`src/rtl/cmp_arb_pkg.sv`:
```
// Shared definitions for the round-robin compare arbiter.
package cmp_arb_pkg;
  localparam int NREQ = 4;
  localparam int ID_W = 2;

  typedef enum logic [1:0] {
    IDLE = 2'd0,
    CMP  = 2'd1,
    RESP = 2'd2
  } state_t;
endpackage

```
`src/rtl/n_bit_comparator.sv`:
```
// Unsigned magnitude comparator; exactly one of lt/gt/eq is high.
module n_bit_comparator #(
  parameter int BIT = 16
) (
  input  logic [BIT-1:0] a,
  input  logic [BIT-1:0] b,
  output logic           lt,
  output logic           gt,
  output logic           eq
);
  assign lt = (a < b);
  assign gt = (a > b);
  assign eq = (a == b);
endmodule

```
`src/rtl/cmp_arbiter.sv`:
```
// Four requesters share one comparator; round-robin grant, one transaction in flight.
module cmp_arbiter
  import cmp_arb_pkg::*;
#(
  parameter int WIDTH = 16
) (
  input  logic                  clk,
  input  logic                  rst,
  input  logic [NREQ-1:0]       req_valid,
  input  logic [NREQ*WIDTH-1:0] req_a,
  input  logic [NREQ*WIDTH-1:0] req_b,
  output logic [NREQ-1:0]       req_ready,
  output logic                  rsp_valid,
  output logic [ID_W-1:0]       rsp_id,
  output logic                  rsp_lt,
  output logic                  rsp_gt,
  output logic                  rsp_eq,
  input  logic                  rsp_ready,
  output logic                  busy
);
  state_t            state;
  logic [ID_W-1:0]   last_id;
  logic [WIDTH-1:0]  op_a, op_b;
  logic [ID_W-1:0]   op_id;
  logic [ID_W-1:0]   pick, idx;
  logic              found;
  logic              c_lt, c_gt, c_eq;

  // Round-robin search starting after last_id; k=1 is visited last so it wins.
  always_comb begin
    pick  = '0;
    idx   = '0;
    found = 1'b0;
    for (int k = NREQ; k >= 1; k--) begin
      idx = last_id + ID_W'(k);
      if (req_valid[idx]) begin
        pick  = idx;
        found = 1'b1;
      end
    end
  end

  // Accept strobe only in IDLE and never while reset is asserted.
  always_comb begin
    req_ready = '0;
    for (int i = 0; i < NREQ; i++)
      req_ready[i] = (state == IDLE) && !rst && found && (pick == ID_W'(i));
  end

  assign busy = (state != IDLE);

  n_bit_comparator #(.BIT(WIDTH)) u_cmp (
    .a  (op_a),
    .b  (op_b),
    .lt (c_lt),
    .gt (c_gt),
    .eq (c_eq)
  );

  // Control FSM: latch on grant, register compare result, hold until consumed.
  always_ff @(posedge clk) begin
    if (rst) begin
      state     <= IDLE;
      last_id   <= ID_W'(NREQ - 1);
      op_a      <= '0;
      op_b      <= '0;
      op_id     <= '0;
      rsp_valid <= 1'b0;
      rsp_id    <= '0;
      rsp_lt    <= 1'b0;
      rsp_gt    <= 1'b0;
      rsp_eq    <= 1'b0;
    end else begin
      case (state)
        IDLE: if (found) begin
          op_a  <= req_a[int'(pick)*WIDTH +: WIDTH];
          op_b  <= req_b[int'(pick)*WIDTH +: WIDTH];
          op_id <= pick;
          state <= CMP;
        end
        CMP: begin
          rsp_valid <= 1'b1;
          rsp_id    <= op_id;
          rsp_lt    <= c_lt;
          rsp_gt    <= c_gt;
          rsp_eq    <= c_eq;
          state     <= RESP;
        end
        RESP: if (rsp_ready) begin
          rsp_valid <= 1'b0;
          last_id   <= rsp_id;
          state     <= IDLE;
        end
        default: state <= IDLE;
      endcase
    end
  end
endmodule

```
`config.mk`:
```
export PLATFORM = sky130hd
export DESIGN_NAME = cmp_arbiter
export DESIGN_NICKNAME = d
export VERILOG_FILES = /design/src/rtl/cmp_arb_pkg.sv /design/src/rtl/n_bit_comparator.sv /design/src/rtl/cmp_arbiter.sv
export SDC_FILE = /design/constraint.sdc
export NUM_CORES = 1
export LEC_CHECK = 0
export BUFFER_PORTS_ARGS = -buffer_cell sky130_fd_sc_hd__buf_2
export CAP_MARGIN = 20
export CORE_MARGIN = 3
export CORE_UTILIZATION = 44
export DETAILED_ROUTE_END_ITERATION = 16
export PLACE_DENSITY = 0.78
export SLEW_MARGIN = 20
export SYNTH_ARGS = -nofsm -noshare
export SYNTH_HDL_FRONTEND = slang
export SYNTH_HIERARCHICAL = 1
export SYNTH_SLANG_ARGS = --single-unit
```
`constraint.sdc`:
```
create_clock -name clk -period 1.71 [get_ports clk]
set_input_delay 0.171 -clock clk [delete_from_list [all_inputs] [get_ports clk]]
set_output_delay 0.171 -clock clk [all_outputs]
set_load 0.005 [all_outputs]
```
==> summary.md, run 1 <==
| Metric | Value |
|---|---|
| CP arrival | `about 2200 ps` |
| Die Y | `93.48 um` |
| Final core occ | `a little under 70%` |
| Commonest non-fill, non-tap cell in the layout | `buf_2` |
| CP startpoint kind | `flop` |
| Root Driver | `clkbuf_8` |
| Max-Cap Viols | `0` |
| Max FO, Critical Path | `34` |
| Core ar. | `0.007331 mm^2` |
| Initial antenna violation count | `0` |
| Worst r2r src | `last_id[1]$_SDFFE_PP1P_` |
| CTS Hold Bufs | `0` |
| Sequential-to-total area share from yosys stat | `a little over a quarter` |
| Initial DRC Count | `99` |
| H-tree levels | `2` |
| Mapped Nets | `between 500 and 600` |
| Outcome | `finished with violations` |
| Overall track demand over capacity in global routing | `a little over a fifth` |
| Cell family with the largest share of critical-path delay | `compound AO/OA/AOI/OAI gates` |
| Worst Hold Launch | `req_b[52]` |
| Clock skew | `about 10 ps` |
| Most frequent cells in the layout | `buf_2 (145), nand3_1 (42), mux2i_1 (39)` |
| Chip width | `between 90 and 100 um` |
| WHS | `approximately 180 ps` |
| Vias per cell | `5.485` |
| Mapped Avg Cell Area | `~9.2 um^2` |
| Clk network pwr share | `about a quarter` |
| Worst setup path startpoint | `last_id[1]$_SDFFE_PP1P_` |
| First-pass GRT wire length | `15550 um` |
| DP Wirelength | `roughly 7400 um` |
| Comb pwr share | `44.4%` |
| Routability cong. | `approximately 0.83` |
| Layout cells sized above 1 | `a little under three fifths` |
| Bufs and invs on worst path | `1` |
| Post-synth ARST share | `0%` |
| Critical Path Sink Type | `flop` |
| FP Rows | `31` |
| Final hold vios | `0` |
| # diodes | `0` |
| RSZ-0062 raised after global routing | `true` |
| Drt wl/cell | `roughly 16 um` |
| P_sw | `about 0.0013 W` |
| Achievable clock frequency | `around 500 MHz` |
| Critical Path RT | `1880 ps` |
| Critical path type | `flop to flop` |
| Number of flops mapped to enable cells by yosys | `0` |
| Antenna viol nets, final | `0` |
| Worst setup margin | `-285.5 ps` |
| TritonCTS Buffers | `5` |
| Synth cell types | `between 50 and 60` |
| Fin Setup TNS | `-7751 ps` |
| Final-stage net count | `~700` |
| Leak | `approximately 2.3 nW` |
| Setup Viol. Count Final | `37` |
| Layout Cells excl Fill | `roughly 640` |
| Post-Place Cell Area | `~0.0043 mm^2` |
| Synthesized instance count | `between 300 and 400` |
| Detailed Routing Iterations Pass 1 | `4` |
| DRC errors left | `0` |
| Vias | `3494` |
| Worst hold path class | `primary input to flop` |
| CP cell instances | `mux2i_1, o22ai_2, a21oi_4, buf_12, mux2_2, a221o_1` |
| Synth warn | `6` |
| CTS tree | `built` |
| Port bufs | `approximately 150` |
| Crit path largest cell delay | `roughly 400 ps` |
| Period utilization | `116.7%` |
| Synth Cell Area | `between 0.003 and 0.004 mm^2` |
| Final min period | `approximately 2000 ps` |
| P per Cell Area | `around 800 mW/mm^2` |
| Int Pwr | `roughly 0.0027 W` |
| Sw Ratio | `approximately 33%` |
| Reg power frac | `between 30% and 40%` |
| Headroom to the max-slew limit | `between 50% and 60%` |
| IO Pins | `about 150` |
| # placed instances | `between 600 and 700` |
| Clock slew at reported path FFs | `roughly 90 ps` |
| Synth-to-Final Area Change | `47.83%` |
| Crit-path slowest cell | `dfxtp_4` |
| Total grt overflow | `0` |
| Final wirelength | `around 10000 um` |
| Largest net degree at the start of global routing | `37` |
| Clock Latency Late Sink | `slightly below 300 ps` |
| CTS max path bufs | `2` |
| Final-report max-slew violation count | `0` |
| Initial Util | `between 40 and 50%` |
| FF+latch count, synth | `between 40 and 50` |
| Die ar. | `~0.0087 mm^2` |
| Failing checks | `negative setup slack` |
| Clock Sink Count | `44` |
| Top_reg_cell synth | `dfxtp_1` |
| Least-Margin Pin Slew | `between 700 and 800 ps` |
| Final instance area | `0.004977 mm^2` |
| Vias in the first global route | `around 3400` |
| Peak VDD IR | `about 0.47 mV` |
## worst min-delay path: cells and delay by family
| kind | cells | cell delay [ps] |
|---|---|---|
| multiplexers | 1 | 60 |
| buffers and inverters | 1 | 70 |
| AO/OA/AOI/OAI | 1 | 150 |
## routing by layer
| metal | GRT usage (%) | vias up | share of wire [%] |
|---|---|---|---|
| met5 | 0 | - | 0 |
| met4 | 5.617 | 0 | 1.4 |
| met3 | 3.540 | 13 | 4.9 |
| met2 | 39.67 | 112 | 51 |
| met1 | 26.21 | 1671 | 43 |
| li1 | - | 1698 | - |
## power by group through the flow
stage	Sequential, W	Clock [W]	Combinational, W
after floorplan	0.00125	0	0.000931
after global placement	0.00128	0	0.00133
after detailed placement	0.00128	0	0.00138
after CTS	0.00126	0.000946	0.00160
after global routing	0.00130	0.000999	0.00192
final	0.00129	0.000939	0.00177
## sequential cells by signal, indices dropped and copies added (netlist names)
register,count
rsp_id,2
op_id,2
rsp_eq,1
op_b,16
op_a,16
rsp_gt,1
state,2
rsp_lt,1
last_id,2
rsp_valid,1
## through the flow
step           setup slack (ps)  power, W
6_report                 -285.5  0.003997
5_1_grt                  -344.6  0.004223
4_1_cts                  -281.7  0.003806
2_1_floorplan            -12.32  0.002182
3_3_place_gp             -184.1  0.002611
3_5_place_dp             -284.9  0.002662
## cells in the mapped netlist (8+ instances only)
library cell / n / area, um^2
nand2_1: 8 / 30.03
a21oi_1: 9 / 45.04
inv_1: 30 / 112.6
mux2i_1: 40 / 400.4
ha_1: 16 / 200.2
nand3_1: 42 / 210.2
buf_2: 13 / 65.06
dfxtp_1: 44 / 880.8
a211oi_2: 10 / 125.1
a221o_1: 17 / 170.2
a211oi_1: 14 / 105.1
a2111oi_2: 11 / 165.2
nor2_1: 25 / 93.84
mux2_2: 15 / 168.9
## final timing paths
kind                                 to  slack, ps  cells past startpoint
setup / recovery   op_a[1]$_SDFFE_PP0P_       -290                      6
hold / removal     op_b[4]$_SDFFE_PP0P_        180                      3
hold reg to reg   op_b[14]$_SDFFE_PP0P_        490                      1
setup reg to reg   op_a[1]$_SDFFE_PP0P_       -290                      6
## cell type report
cell class / count / area, um^2
multi-input cells: 261 / 2469
fillers: 575 / 2354
repair buffers: 195 / 1241
flip-flops and latches: 44 / 898.4
well taps: 99 / 123.9
inverters: 30 / 112.6
clock buffers: 6 / 72.57
clock inverters: 2 / 60.06
## cells by family after synthesis
logic type      count (synthesis)  synth area share [%]
compound gates                 78                 22.07
fa+ha+maj                      16                 5.946
buf+inv                        59                 9.773
flops                          44                 26.16
mux                            61                 18.91
simple gates                  106                 17.13
## timing repair
item	in CTS	in global routing
endpoints found under the setup margin	38	39
pin swaps	11	13
setup buffers	6	7
gates cloned	0	1
gates resized for setup	37	32
Note: power is estimated with default switching activity, not from simulation.
==> inputs of run 2 (changes only) <==
--- a/config.mk
+++ b/config.mk
@@ -8,4 +8,5 @@
 export BUFFER_PORTS_ARGS = -buffer_cell sky130_fd_sc_hd__buf_2
 export CAP_MARGIN = 20
+export CORE_ASPECT_RATIO = 1.1
 export CORE_MARGIN = 3
 export CORE_UTILIZATION = 44
==> constraint.sdc (replaced) <==
create_clock -name clk -period 1.71 [get_ports clk]
set_input_delay 0.171 -clock clk [delete_from_list [all_inputs] [get_ports clk]]
set_output_delay 0.171 -clock clk [all_outputs]
set_load 0.02 [all_outputs]
==> run 2 against run 1 <==
Compared with the run above:
- the flow still finishes with violations (negative setup slack)
- combinational power is 9.6% higher
- clock-buffer cell count stayed put
- setup slack worse by 16 ps
- critical endpoint is now op_a[14]$_SDFFE_PP0P_
- cell count is 0.47% higher
- die area hardly changed
- largest cell class unchanged
- total power hardly changed
- sequential power hardly changed
- non-clock buffer count is 17 higher
==> summary.md, run 2 (synthesized netlist as in run 1, its figures left out) <==
| Metric | Value |
|---|---|
| R2r setup slk | `-300 ps (was -290 ps)` |
| Final-stage net count | `705 (was 688)` |
| Int Pwr | `0.002629 W (was 0.002678 W)` |
| Final min period | `2012 ps (was 1995 ps)` |
| Period utilization | `117.6% (was 116.7%)` |
| RSZ-0062 raised after global routing | `true (unchanged)` |
| Routability cong. | `0.8114 (was 0.8338)` |
| Levels on crit path | `7 (was 6)` |
| Drt wl/cell | `17.45 um (was 16.14 um)` |
| Most frequent cells in the layout | `buf_2 (142), nand3_1 (41), buf_4 (41) (was buf_2 (145), nand3_1 (42), mux2i_1 (39))` |
| H-tree levels | `2 (unchanged)` |
| DRC errors left | `0 (unchanged)` |
| Vias | `3605 (was 3494)` |
| Regs by FF count | `op_a: 16 flops, op_b: 16 flops (unchanged)` |
| TritonCTS Buffers | `5 (unchanged)` |
| Failing checks | `negative setup slack (unchanged)` |
| Layout cells sized above 1 | `56.76% (was 55.20%)` |
| Die Y | `97.75 um (was 93.48 um)` |
| Critical path type | `flop to flop (unchanged)` |
| Crit path largest cell delay | `410 ps (was 400 ps)` |
| Chip width | `89.41 um (was 93.48 um)` |
| CP startpoint kind | `flop (unchanged)` |
| Commonest non-fill, non-tap cell in the layout | `buf_2 (unchanged)` |
| CTS max path bufs | `2 (unchanged)` |
| Outcome | `finished with violations (unchanged)` |
| DP Wirelength | `7504 um (was 7432 um)` |
| Final wirelength | `11170 um (was 10280 um)` |
| Achievable clock frequency | `497.1 MHz (was 501.1 MHz)` |
| Initial DRC Count | `144 (was 99)` |
| Largest net degree at the start of global routing | `27 (was 37)` |
| Setup Viol. Count Final | `37 (unchanged)` |
| Initial Util | `46.72% (was 45.93%)` |
| WHS Endpoint | `state[1]$_SDFFE_PP0P_ (was op_b[4]$_SDFFE_PP0P_)` |
| Reg power frac | `31.8% (was 32.2%)` |
| Clock skew | `10.78 ps (was 10.34 ps)` |
| P_sw | `0.001368 W (was 0.001319 W)` |
| # diodes | `0 (unchanged)` |
| Die ar. | `0.008739 mm^2 (was 0.008738 mm^2)` |
| Clock Sink Count | `44 (unchanged)` |
| Vias per cell | `5.633 (was 5.485)` |
| CTS tree | `built (unchanged)` |
| Cell family with the largest share of critical-path delay | `multiplexers (was compound AO/OA/AOI/OAI gates)` |
| FP Rows | `32 (was 31)` |
| Clock Latency Late Sink | `300 ps (was 290 ps)` |
| Max-Cap Viols | `0 (unchanged)` |
| Sw Ratio | `34.22% (was 33.01%)` |
| Fin Setup TNS | `-8443 ps (was -7751 ps)` |
| Port bufs | `145 (unchanged)` |
| Initial antenna violation count | `0 (unchanged)` |
| Worst setup margin | `-301.8 ps (was -285.5 ps)` |
| Synth-to-Final Area Change | `55.44% (was 47.83%)` |
| Least-Margin Pin Slew | `664.4 ps (was 720.2 ps)` |
| P per Cell Area | `763.6 mW/mm^2 (was 803.0 mW/mm^2)` |
| Bufs and invs on worst path | `2 (was 1)` |
| Clk network pwr share | `19.5% (was 23.5%)` |
| IO Pins | `146 (unchanged)` |
| CP arrival | `2190 ps (was 2170 ps)` |
| Worst r2r src | `last_id[1]$_SDFFE_PP1P_ (unchanged)` |
| Total grt overflow | `0 (unchanged)` |
| WHS | `174.4 ps (was 183.0 ps)` |
| R2r worst-path depth | `7 (was 6)` |
| Final-report max-slew violation count | `0 (unchanged)` |
| Post-Place Worst Slack | `-228.1 ps (was -284.9 ps)` |
| Worst hold path class | `primary input to flop (unchanged)` |
| Hold path cells | `4 (was 3)` |
| Vias in the first global route | `3639 (was 3441)` |
| First-pass GRT wire length | `16940 um (was 15550 um)` |
| Leak | `2.380 nW (was 2.261 nW)` |
| Overall track demand over capacity in global routing | `24.19% (was 21.73%)` |
| Worst R2R End | `op_a[14]$_SDFFE_PP0P_ (was op_a[1]$_SDFFE_PP0P_)` |
| Detailed Routing Iterations Pass 1 | `4 (unchanged)` |
| Core ar. | `0.007207 mm^2 (was 0.007331 mm^2)` |
| Total power | `0.003997 W (about the same)` |
| CP cell instances | `mux2i_2, o22ai_2, a21oi_4, buf_4, clkbuf_16, mux2_2, a221o_1 (was mux2i_1, o22ai_2, a21oi_4, buf_12, mux2_2, a221o_1)` |
| Critical Path RT | `1890 ps (was 1880 ps)` |
| Headroom to the max-slew limit | `55.56% (was 51.83%)` |
| Critical Path Sink Type | `flop (unchanged)` |
| Clock slew at reported path FFs | `90 ps (about the same)` |
| Layout fillers | `545 (was 575)` |
| Root Driver | `clkbuf_8 (unchanged)` |
| Worst Hold Launch | `rsp_ready (was req_b[52])` |
| Final hold vios | `0 (unchanged)` |
| Max FO, Critical Path | `9 (was 34)` |
| Final core occ | `72.62% (was 67.90%)` |
| Peak VDD IR | `0.3946 mV (was 0.4667 mV)` |
| Comb pwr share | `48.7% (was 44.4%)` |
| Crit-path slowest cell | `dfxtp_4 (unchanged)` |
| Antenna viol nets, final | `0 (unchanged)` |
-- run 2: cell types whose count changed in the layout (fill, tap and decap cells not counted), moves of 6 or more --
cell     previous run  this run
mux2i_1            39        27
dfxtp_2            11         4
mux2i_2             1         8
buf_4              35        41
dfxtp_1            32        39
mux2_4              1         7
-- run 2: how the worst max path moves through the flow --
stage,start,end,slack (ps)
after global placement,last_id[1]$_SDFFE_PP1P_,op_a[1]$_SDFFE_PP0P_,-130
after floorplan,last_id[1]$_SDFFE_PP1P_,op_a[1]$_SDFFE_PP0P_,-10
after detailed placement,last_id[1]$_SDFFE_PP1P_,op_a[13]$_SDFFE_PP0P_,-230
after global routing,last_id[1]$_SDFFE_PP1P_,op_b[11]$_SDFFE_PP0P_,-360
final,last_id[1]$_SDFFE_PP1P_,op_a[14]$_SDFFE_PP0P_,-300
after CTS,last_id[1]$_SDFFE_PP1P_,req_ready[3],-290
-- run 2: metrics by stage --
stage | cell area (um^2) | instances
after global placement | 4407 | 607
after CTS | 4940 | 633
final | 5234 | 640
after detailed placement | 4407 | 607
after floorplan | 3379 | 364
after global routing | 5234 | 640
-- run 2: worst reg2reg max path, stage by stage (launching register included) --
cell	delay (ps)
dfxtp_4	410
mux2i_2	230
o22ai_2	130
a21oi_4	150
buf_4	160
clkbuf_16	170
mux2_2	350
a221o_1	290
-- run 2: area by class of cell --
class	instances	area, um^2	area share (%)
Multi-Input combinational cell	261	2499	47.74
Timing Repair Buffer	212	1519	29.02
Sequential cell	44	889.6	17.00
Inverter	30	112.6	2.152
Tap cell	85	106.4	2.032
Clock buffer	6	72.57	1.387
Clock inverter	2	35.03	0.6694
-- run 2: metal layers --
metal  vias up  part of all wire [%]  GRT usage (%)
met3        33                   7.2          4.726
met2       165                    51          42.37
li1       1746                     -              -
met1      1661                    39          29.37
met4         0                   3.2          6.987
met5         -                     0              0
-- run 2: repair_timing --
action                                  4_1_cts  5_1_grt
pin swaps                                    14       11
gates resized for setup                      42       49
endpoints found under the setup margin       39       39
gates cloned                                  3        1
buffers inserted                             15        6
hold buffers                                  0        0
-- run 2: power by group through the flow --
stage          clock network, W  registers [W]  logic [W]
5_1_grt                0.000835        0.00129    0.00212
6_report               0.000780        0.00127    0.00194
4_1_cts                0.000787        0.00126    0.00176
3_5_place_dp                  0        0.00128    0.00146
2_1_floorplan                 0        0.00127   0.000944
3_3_place_gp                  0        0.00128    0.00141
